### config.mk
export PLATFORM = sky130hd
export DESIGN_NAME = modulo_controle_jogada
export DESIGN_NICKNAME = d
export VERILOG_FILES = /design/src/rtl/modulo_controle_jogada_pkg.sv /design/src/rtl/modulo_controle_jogada_debounce.sv /design/src/rtl/modulo_controle_jogada.sv
export SDC_FILE = /design/constraint.sdc
export NUM_CORES = 1
export LEC_CHECK = 0
export CAP_MARGIN = 20
export CORE_MARGIN = 2
export CORE_UTILIZATION = 55
export DETAILED_ROUTE_END_ITERATION = 16
export HOLD_SLACK_MARGIN = 0.15
export PLACE_DENSITY = 0.84
export SLEW_MARGIN = 40
export SYNTH_ARGS = -nofsm -noshare
export SYNTH_HDL_FRONTEND = slang
export SYNTH_SLANG_ARGS = --single-unit
### constraint.sdc
create_clock -name clk -period 7.1 [get_ports clk]
set_clock_uncertainty 0.15 [all_clocks]
set_input_delay 0.71 -clock clk [delete_from_list [all_inputs] [get_ports clk]]
set_output_delay 0.71 -clock clk [all_outputs]
set_load 0.01 [all_outputs]
### src/rtl/modulo_controle_jogada_pkg.sv
// Shared states, status codes and board geometry for the naval-battle turn sequencer.
package pkg_batalha;

  typedef enum logic [2:0] {
    S_NEW,
    S_LOAD,
    S_IDLE,
    S_CHECK,
    S_WRITE,
    S_OVER
  } state_t;

  localparam logic [1:0] ST_ESPERA   = 2'b00;
  localparam logic [1:0] ST_AGUA     = 2'b01;
  localparam logic [1:0] ST_ACERTO   = 2'b10;
  localparam logic [1:0] ST_INVALIDO = 2'b11;

  localparam int ROWS  = 5;
  localparam int COLS  = 7;
  localparam int CELLS = 35;

  // Matrices are stored column-major with row 0 at the high end of each column.
  function automatic logic [5:0] cell_index(input logic [2:0] row, input logic [2:0] col);
    return 6'(col) * 6'd5 + (6'd4 - 6'(row));
  endfunction

endpackage

### src/rtl/modulo_controle_jogada_debounce.sv
// Button conditioner: 2-FF synchronizer, stability counter and one-cycle rising-edge pulse.
module modulo_debounce_pulso #(
  parameter int DEB_CYCLES = 250000
) (
  input  logic clk_i,
  input  logic rst_ni,
  input  logic btn_i,
  output logic pulse_o
);

  localparam logic [19:0] CNT_LAST = 20'(DEB_CYCLES - 1);

  logic [1:0]  sync_q;
  logic        level_q, level_d;
  logic [19:0] cnt_q, cnt_d;
  logic        pulse_q, pulse_d;

  // Any cycle where the synchronized input agrees with the accepted level restarts the count.
  always_comb begin
    level_d = level_q;
    cnt_d   = '0;
    pulse_d = 1'b0;
    if (sync_q[1] != level_q) begin
      if (cnt_q == CNT_LAST) begin
        level_d = sync_q[1];
        pulse_d = sync_q[1];
      end else begin
        cnt_d = cnt_q + 20'd1;
      end
    end
  end

  always_ff @(posedge clk_i or negedge rst_ni) begin
    if (!rst_ni) begin
      sync_q  <= '0;
      level_q <= 1'b0;
      cnt_q   <= '0;
      pulse_q <= 1'b0;
    end else begin
      sync_q  <= {sync_q[0], btn_i};
      level_q <= level_d;
      cnt_q   <= cnt_d;
      pulse_q <= pulse_d;
    end
  end

  assign pulse_o = pulse_q;

endmodule

### src/rtl/modulo_controle_jogada.sv
// Turn sequencer: validates the attack coordinate, drives the attack-matrix strobes,
// tracks shots and ship cells, and reports the status code and game result.
module modulo_controle_jogada
  import pkg_batalha::*;
#(
  parameter int DEB_CYCLES = 250000,
  parameter int MAX_SHOTS  = 15
) (
  input  logic        clk,
  input  logic        clr,
  input  logic        btn_confirm,
  input  logic        btn_new,
  input  logic [5:0]  coord_at,
  input  logic [34:0] m_po,
  input  logic [34:0] m_at,
  output logic        at_we,
  output logic [5:0]  at_idx,
  output logic        at_clr,
  output logic [1:0]  status,
  output logic [5:0]  shots_left,
  output logic [5:0]  hits_left,
  output logic        game_over,
  output logic        game_won
);

  localparam logic [5:0] SHOTS_INIT = 6'(MAX_SHOTS);

  logic cfm_p, new_p;

  modulo_debounce_pulso #(.DEB_CYCLES(DEB_CYCLES)) u_deb_confirm (
    .clk_i  (clk),
    .rst_ni (clr),
    .btn_i  (btn_confirm),
    .pulse_o(cfm_p)
  );

  modulo_debounce_pulso #(.DEB_CYCLES(DEB_CYCLES)) u_deb_new (
    .clk_i  (clk),
    .rst_ni (clr),
    .btn_i  (btn_new),
    .pulse_o(new_p)
  );

  state_t     state_q;
  logic       new_pend_q;
  logic [5:0] at_idx_q, shots_q, hits_q;
  logic [1:0] status_q;
  logic       over_q, won_q;

  logic [5:0] po_count;
  always_comb begin
    po_count = '0;
    for (int i = 0; i < CELLS; i++) begin
      po_count = po_count + {5'b0, m_po[i]};
    end
  end

  logic [2:0] row, col;
  logic       coord_bad, new_req, po_hit;
  logic [5:0] shots_dec, hits_next;

  assign row       = coord_at[5:3];
  assign col       = coord_at[2:0];
  assign coord_bad = (row >= 3'(ROWS)) || (col >= 3'(COLS));
  assign new_req   = new_pend_q | new_p;
  assign po_hit    = m_po[at_idx_q];
  assign shots_dec = (shots_q != 6'd0) ? shots_q - 6'd1 : 6'd0;
  assign hits_next = (po_hit && hits_q != 6'd0) ? hits_q - 6'd1 : hits_q;

  // A new-game request preempts every state except S_WRITE, which finishes its update first.
  always_ff @(posedge clk or negedge clr) begin
    if (!clr) begin
      state_q    <= S_NEW;
      new_pend_q <= 1'b0;
      at_idx_q   <= '0;
      shots_q    <= '0;
      hits_q     <= '0;
      status_q   <= ST_ESPERA;
      over_q     <= 1'b0;
      won_q      <= 1'b0;
    end else if (state_q != S_WRITE && new_req) begin
      state_q    <= S_NEW;
      new_pend_q <= 1'b0;
    end else begin
      new_pend_q <= new_req;
      case (state_q)
        S_NEW: begin
          shots_q  <= SHOTS_INIT;
          status_q <= ST_ESPERA;
          over_q   <= 1'b0;
          won_q    <= 1'b0;
          state_q  <= S_LOAD;
        end
        S_LOAD: begin
          hits_q <= po_count;
          if (po_count == 6'd0) begin
            over_q  <= 1'b1;
            won_q   <= 1'b1;
            state_q <= S_OVER;
          end else begin
            state_q <= S_IDLE;
          end
        end
        S_IDLE: begin
          if (cfm_p) begin
            if (coord_bad) begin
              status_q <= ST_INVALIDO;
            end else begin
              at_idx_q <= cell_index(row, col);
              state_q  <= S_CHECK;
            end
          end
        end
        S_CHECK: begin
          if (m_at[at_idx_q]) begin
            status_q <= ST_INVALIDO;
            state_q  <= S_IDLE;
          end else begin
            state_q <= S_WRITE;
          end
        end
        S_WRITE: begin
          shots_q  <= shots_dec;
          hits_q   <= hits_next;
          status_q <= po_hit ? ST_ACERTO : ST_AGUA;
          if (new_req) begin
            new_pend_q <= 1'b0;
            state_q    <= S_NEW;
          end else if (hits_next == 6'd0) begin
            over_q  <= 1'b1;
            won_q   <= 1'b1;
            state_q <= S_OVER;
          end else if (shots_dec == 6'd0) begin
            over_q  <= 1'b1;
            won_q   <= 1'b0;
            state_q <= S_OVER;
          end else begin
            state_q <= S_IDLE;
          end
        end
        S_OVER: state_q <= S_OVER;
        default: state_q <= S_NEW;
      endcase
    end
  end

  // Strobes decode the registered state; at_clr is held low while reset is asserted.
  assign at_we      = (state_q == S_WRITE);
  assign at_clr     = (state_q == S_NEW) && clr;
  assign at_idx     = at_idx_q;
  assign status     = status_q;
  assign shots_left = shots_q;
  assign hits_left  = hits_q;
  assign game_over  = over_q;
  assign game_won   = won_q;

endmodule

; ---- Word-level counts from Yosys, hierarchy flattened
; Cells that the tools add are included.
; Widths: inputs -> output; s select.
[word_totals]
out_inout_bits = 24
register_bits = 74
word_cells = 144
[classes]
addsub = 40
n_reduce_logical = 22
order_cmp = 3
n_mux = 41
multipliers = 1
bitwise_logic = 3
eq_ne = 18
[op_table]
columns = cell, count
row1 = $add 6x1->6, 29
row2 = $mux 20, 4
row3 = $add 20x1->20 const B, 2
row4 = $eq 20x18->1 const B, 2
row5 = $mux 3, 8
row6 = $pmux 6 s2, 2
row7 = $logic_not 6->1, 3
row8 = $pmux 3 s6, 1
row9 = $mux 1, 15
row10 = $bmux 1 s6, 2
row11 = $mux 6, 2
row12 = $reduce_bool 6->1, 2
row13 = $sub 6x1->6 const B, 2
row14 = $reduce_and 2->1, 5
row15 = $reduce_and 5->1, 2
row16 = $mux 2, 4
row17 = $ne 2x2->1 const B, 4
row18 = $pmux 2 s4, 1
row19 = $lt 6x7->1 const B, 1
row20 = $add 5x1->6, 1
row21 = $add 6x6->6, 1
row22 = $eq 3x2->1 const B, 2
row23 = $eq 3x3->1 const B, 2
row24 = $ge 3x3->1 const B, 2
row25 = other kinds (22), 29

; ---- Depth between registers and ports, before layout
[depth]
depth_word = 38
mapped_depth = 20

; ---- By module
; From an unflattened synthesis, not the netlist that was laid out.
[unflattened]
hier_cells = 596
area_unflattened_um2 = 5660.4
[modules_own_cells]
columns = module, cells_each, area_per_inst_um2, seq_area_each_um2, n_inst
row1 = modulo_controle_jogada, 377, 3368.2, 625.6, 1
row2 = modulo_debounce_pulso at u_deb_confirm, 110, 1148.6, 600.6, 1
row3 = modulo_debounce_pulso at u_deb_new, 109, 1143.6, 600.6, 1

; ---- Worst setup path before layout
; Ideal clock, no wire load.
[synth_timing]
path_kind = in2reg
startpoint = in m_po[23]
endpoint = reg won_q (netlist: game_won)
setup_ns = 0.128
n_path_buf = 0
t_arrival_ns = 5.252
cell_stages = 20
setup_slack_ns = 1.570
cell_sequence = inv_1 > fa_1 > inv_1 > fa_1 > inv_1 > fa_1 > inv_1 > fa_1 > fa_1 > inv_1 > fa_1 > inv_1 > fa_1 > nor4_1 > nand3_1 > nand2_1 > o2bb2ai_1 > nand2_1 > o21ai_2 > mux2_1
[synth_via]
elab_chain_len = 15
[synth_lines]
columns = item, line_no
row1 = from (decl), modulo_controle_jogada.sv:14  ; input logic [34:0] m_po,
row2 = $add 6x1->6 (12 in series), modulo_controle_jogada.sv:54  ; po_count = po_count + {5'b0, m_po[i]};
row3 = $logic_not 6->1, modulo_controle_jogada.sv:96  ; if (po_count == 6'd0) begin
row4 = $ne 2x2->1 (no line), n/a
row5 = $reduce_and 5->1 (no line), n/a
row6 = to (signal assigned), modulo_controle_jogada.sv:80  ; won_q <= 1'b0;
row7 = to (signal assigned), modulo_controle_jogada.sv:91  ; won_q <= 1'b0;
row8 = to (signal assigned), modulo_controle_jogada.sv:98  ; won_q <= 1'b1;
row9 = to (decl), modulo_controle_jogada.sv:48  ; logic over_q, won_q;
; Several ways; a longest one is shown, not always the timed one. The select of a mux whose other input is x is not followed.
; A chain may end at the register's enable or synchronous reset.

; ---- Worst setup path after layout
; Ends and elaborated chain as after synthesis.

==> metrics.txt <==
status complete, no violations; final hold slack between 200 and 250 ps; first-pass GRT wire length 22400 um; Vias/cell around 5.7; Crit Path Class input pin to flop; clk_lat worst skew between 300 and 400 ps; syn_area_per_cell a little under 10 um^2; clock-pin slew on the worst setup and hold paths 70 ps; pin count of the biggest net entering global routing 75; core area 9770 um^2; First-pass DRT Iterations 4; setup bufs post-CTS 0; Antenna diodes 0; initial core utilization between 50% and 60%; Core Rows 36; Post-CTS Resized 0; vias between 4000 and 5000; global route overflow 0; Syn. warnings 0; Cells after Synth between 500 and 600; Worst setup EP type flop; Cell variety after synth 68; CP required 7180 ps; setup_tns 0 ps; Mapped Nets between 600 and 700; Synth Area in XOR/XNOR between 7 and 8%; Slew @ Worst Pin between 600 and 700 ps; number of synthesized flops with an enable pin 0; CTS Hold Bufs 0; Arr. time, crit path 6040 ps; Hold Crit Class flop to flop; dpl cell area between 6000 and 7000 um^2; Synth Area in Simple Gates 17.5%; initial antenna violation count 0; design area 6830 um^2; Period minus WS final about 6000 ps; 1st-iter DRT viols between 200 and 300; total track usage 25.2%; Sink Count between 70 and 80; f_max 168 MHz; port bufs ~100; crit path max fanout 3; compound-cell area share of the yosys netlist approximately a tenth; HPWL after DPL ~10000 um; endpoints failing hold 0; Synth Flop Type dfrtp_1; max incr delay on CP between 500 and 600 ps; P per Cell Area between 200 and 300 nW/um^2; Synth Register Bits between 70 and 80; antenna violation net count after detailed routing 0; VDD IR-drop max about 0.24 mV; CP Cell Sequence clkdlybuf4s50_1, inv_1, fa_1, inv_1, fa_1, inv_1, fa_1, inv_1, fa_1, fa_1, inv_1, fa_1, inv_1, fa_1, nor4_1, nand3_1, nand2_1, o2bb2ai_1, nand2_1, o21ai_2, mux2_1; leakage around 3 nW; startpoint types input pin; fin. max-slew vios 0; clock root buffer clkbuf_8; I/O Pins ~100; share of layout cells above drive strength 1 under 10%; final setup vio count 0; sequential-to-total area share from yosys stat about a third; vias in the first global route around 4600; DRC viols 0; Slew headroom a little over half; Worst Path Buf+Inv 7; Tcrit/Tclk final between 80 and 90%; fraction of registers with async set/reset between 90% and 100%; largest family of logic cells by synthesized area simple AND/OR/NAND/NOR gates; die area between 10000 and 15000 um^2; CTS tree yes; reg-to-reg slack, setup roughly 3700 ps; DR WL/cell approximately 16 um; most frequent CP cell fa_1; total power around 0.0019 W; Post-Synth Adder-Cell Area around 15%; Syn Std Cell Area roughly 5500 um^2; Die Height about 100 um; Die W ~100 um; Max-Cap Viols 0; CP max-delay cell fa_1; Total Wirelength around 13000 um; CTS Buf Count 9; area grow syn2layout 23.8%; Max clock buf depth 2; delay-heaviest family, CP adder cells; mux cell area share after synthesis 11.0%; H-tree Lvls 3; Final Wtd Congestion between 0.8 and 0.9; Nets between 700 and 800; RSZ-0062 raised after global routing no
==> layer usage <==
layer  share of wire, %  GRT usage, %  up-vias
li1                   -             -     2137
met5                  0             0        -
met2                 53          44.0      142
met3                4.3          4.26       17
met4               0.94          5.98        0
met1                 42          32.9     2235
==> state kept, by name, indices dropped and copies added (netlist names), 2 cells and up <==
| name | flops |
|---|---|
| u_deb_confirm.cnt_q | 20 |
| u_deb_new.cnt_q | 20 |
| at_idx | 6 |
| hits_left | 6 |
| shots_left | 6 |
| state_q | 3 |
| status | 2 |
| u_deb_confirm.sync_q | 2 |
| u_deb_new.sync_q | 2 |
==> final timing paths <==
| check | depth (start not counted) | end | start |
|---|---|---|---|
| worst max register to register | 9 | game_won | at_idx[1] |
| max in group asynchronous | 2 | at_idx[0] | clr |
| worst max-delay path | 21 | game_won | m_po[23] |
| worst min-delay path | 0 | u_deb_confirm.sync_q[1] | u_deb_confirm.sync_q[0] |
| worst min register to register | 0 | u_deb_confirm.sync_q[1] | u_deb_confirm.sync_q[0] |
| min in group asynchronous | 2 | u_deb_new.cnt_q[18] | clr |
==> cells in the final DEF (no fill, tap or decap), drive strengths merged, types with 4 or more instances in the layout <==
cell           instances
inv                   63
and3                  16
xor2                  30
xnor2                 16
nand2                 43
o21ai                 17
mux2                  10
mux4                  15
nor3b                  4
nor2                  76
clkbuf                11
o22ai                  5
mux2i                 11
nand4                  9
nand3                 20
a21oi                 25
nor3                   8
o211ai                 5
clkdlybuf4s50        102
ha                    22
fa                    28
o21a                   4
nor4                   5
dfrtp                 73
==> synth_stat cells (3+ instances only) <==
cell type / instances / share of area [%]
inv_1: 63 / 4.3
mux2i_1: 10 / 1.8
mux4_2: 4 / 1.6
nor3_1: 8 / 0.73
nand3_1: 19 / 1.7
nand4_1: 9 / 1.0
fa_1: 28 / 10
o21ai_2: 3 / 0.48
mux2_1: 3 / 0.61
dfrtp_1: 73 / 33
o22ai_1: 4 / 0.45
o21ai_0: 13 / 1.2
mux2_2: 7 / 1.4
o21a_1: 4 / 0.54
xnor2_1: 16 / 2.5
ha_1: 22 / 5.0
clkbuf_1: 12 / 0.82
xor2_1: 30 / 4.8
o211ai_1: 3 / 0.41
nor3b_1: 3 / 0.41
a21oi_1: 24 / 2.2
and3_1: 16 / 1.8
nor4_1: 5 / 0.57
nand2_1: 43 / 2.9
mux4_1: 11 / 5.2
nor2b_1: 3 / 0.34
nor2_1: 76 / 5.2
==> cell families after synthesis <==
kind of cell | Yosys count
AOI/OAI and AO/OA | 78
xor gates and xnor gates | 46
adders and majority gates | 50
buffers and inverters | 83
DFF | 73
muxes | 36
and+or+nand+nor | 199
==> cell type report <==
class	count	area, um^2
inverters	64	240
repair buffers	104	1040
clock inverters	4	52.6
well taps	133	166
flip-flops and latches	73	1830
clock buffers	11	151
fillers	728	2940
multi-input cells	409	3350
==> through the flow <==
step | std cells | setup slack, ps | utilization, %
2_1_floorplan | 565 | 1570 | -
6_report | 798 | 1140 | 69.9
3_5_place_dp | 783 | 815 | 67.8
5_1_grt | 798 | 925 | 69.9
4_1_cts | 798 | 1160 | 69.9
3_3_place_gp | 783 | 868 | 67.7
==> power by group <==
group / switching, W / leakage (nW) / internal (W)
combinational: 0.000554 / 1.96 / 0.000506
clock: 0.000150 / 0.0937 / 0.000179
sequential: 0.0000636 / 0.954 / 0.000459
total: 0.000767 / 3.01 / 0.00114
(Power assumes the default switching activity.)
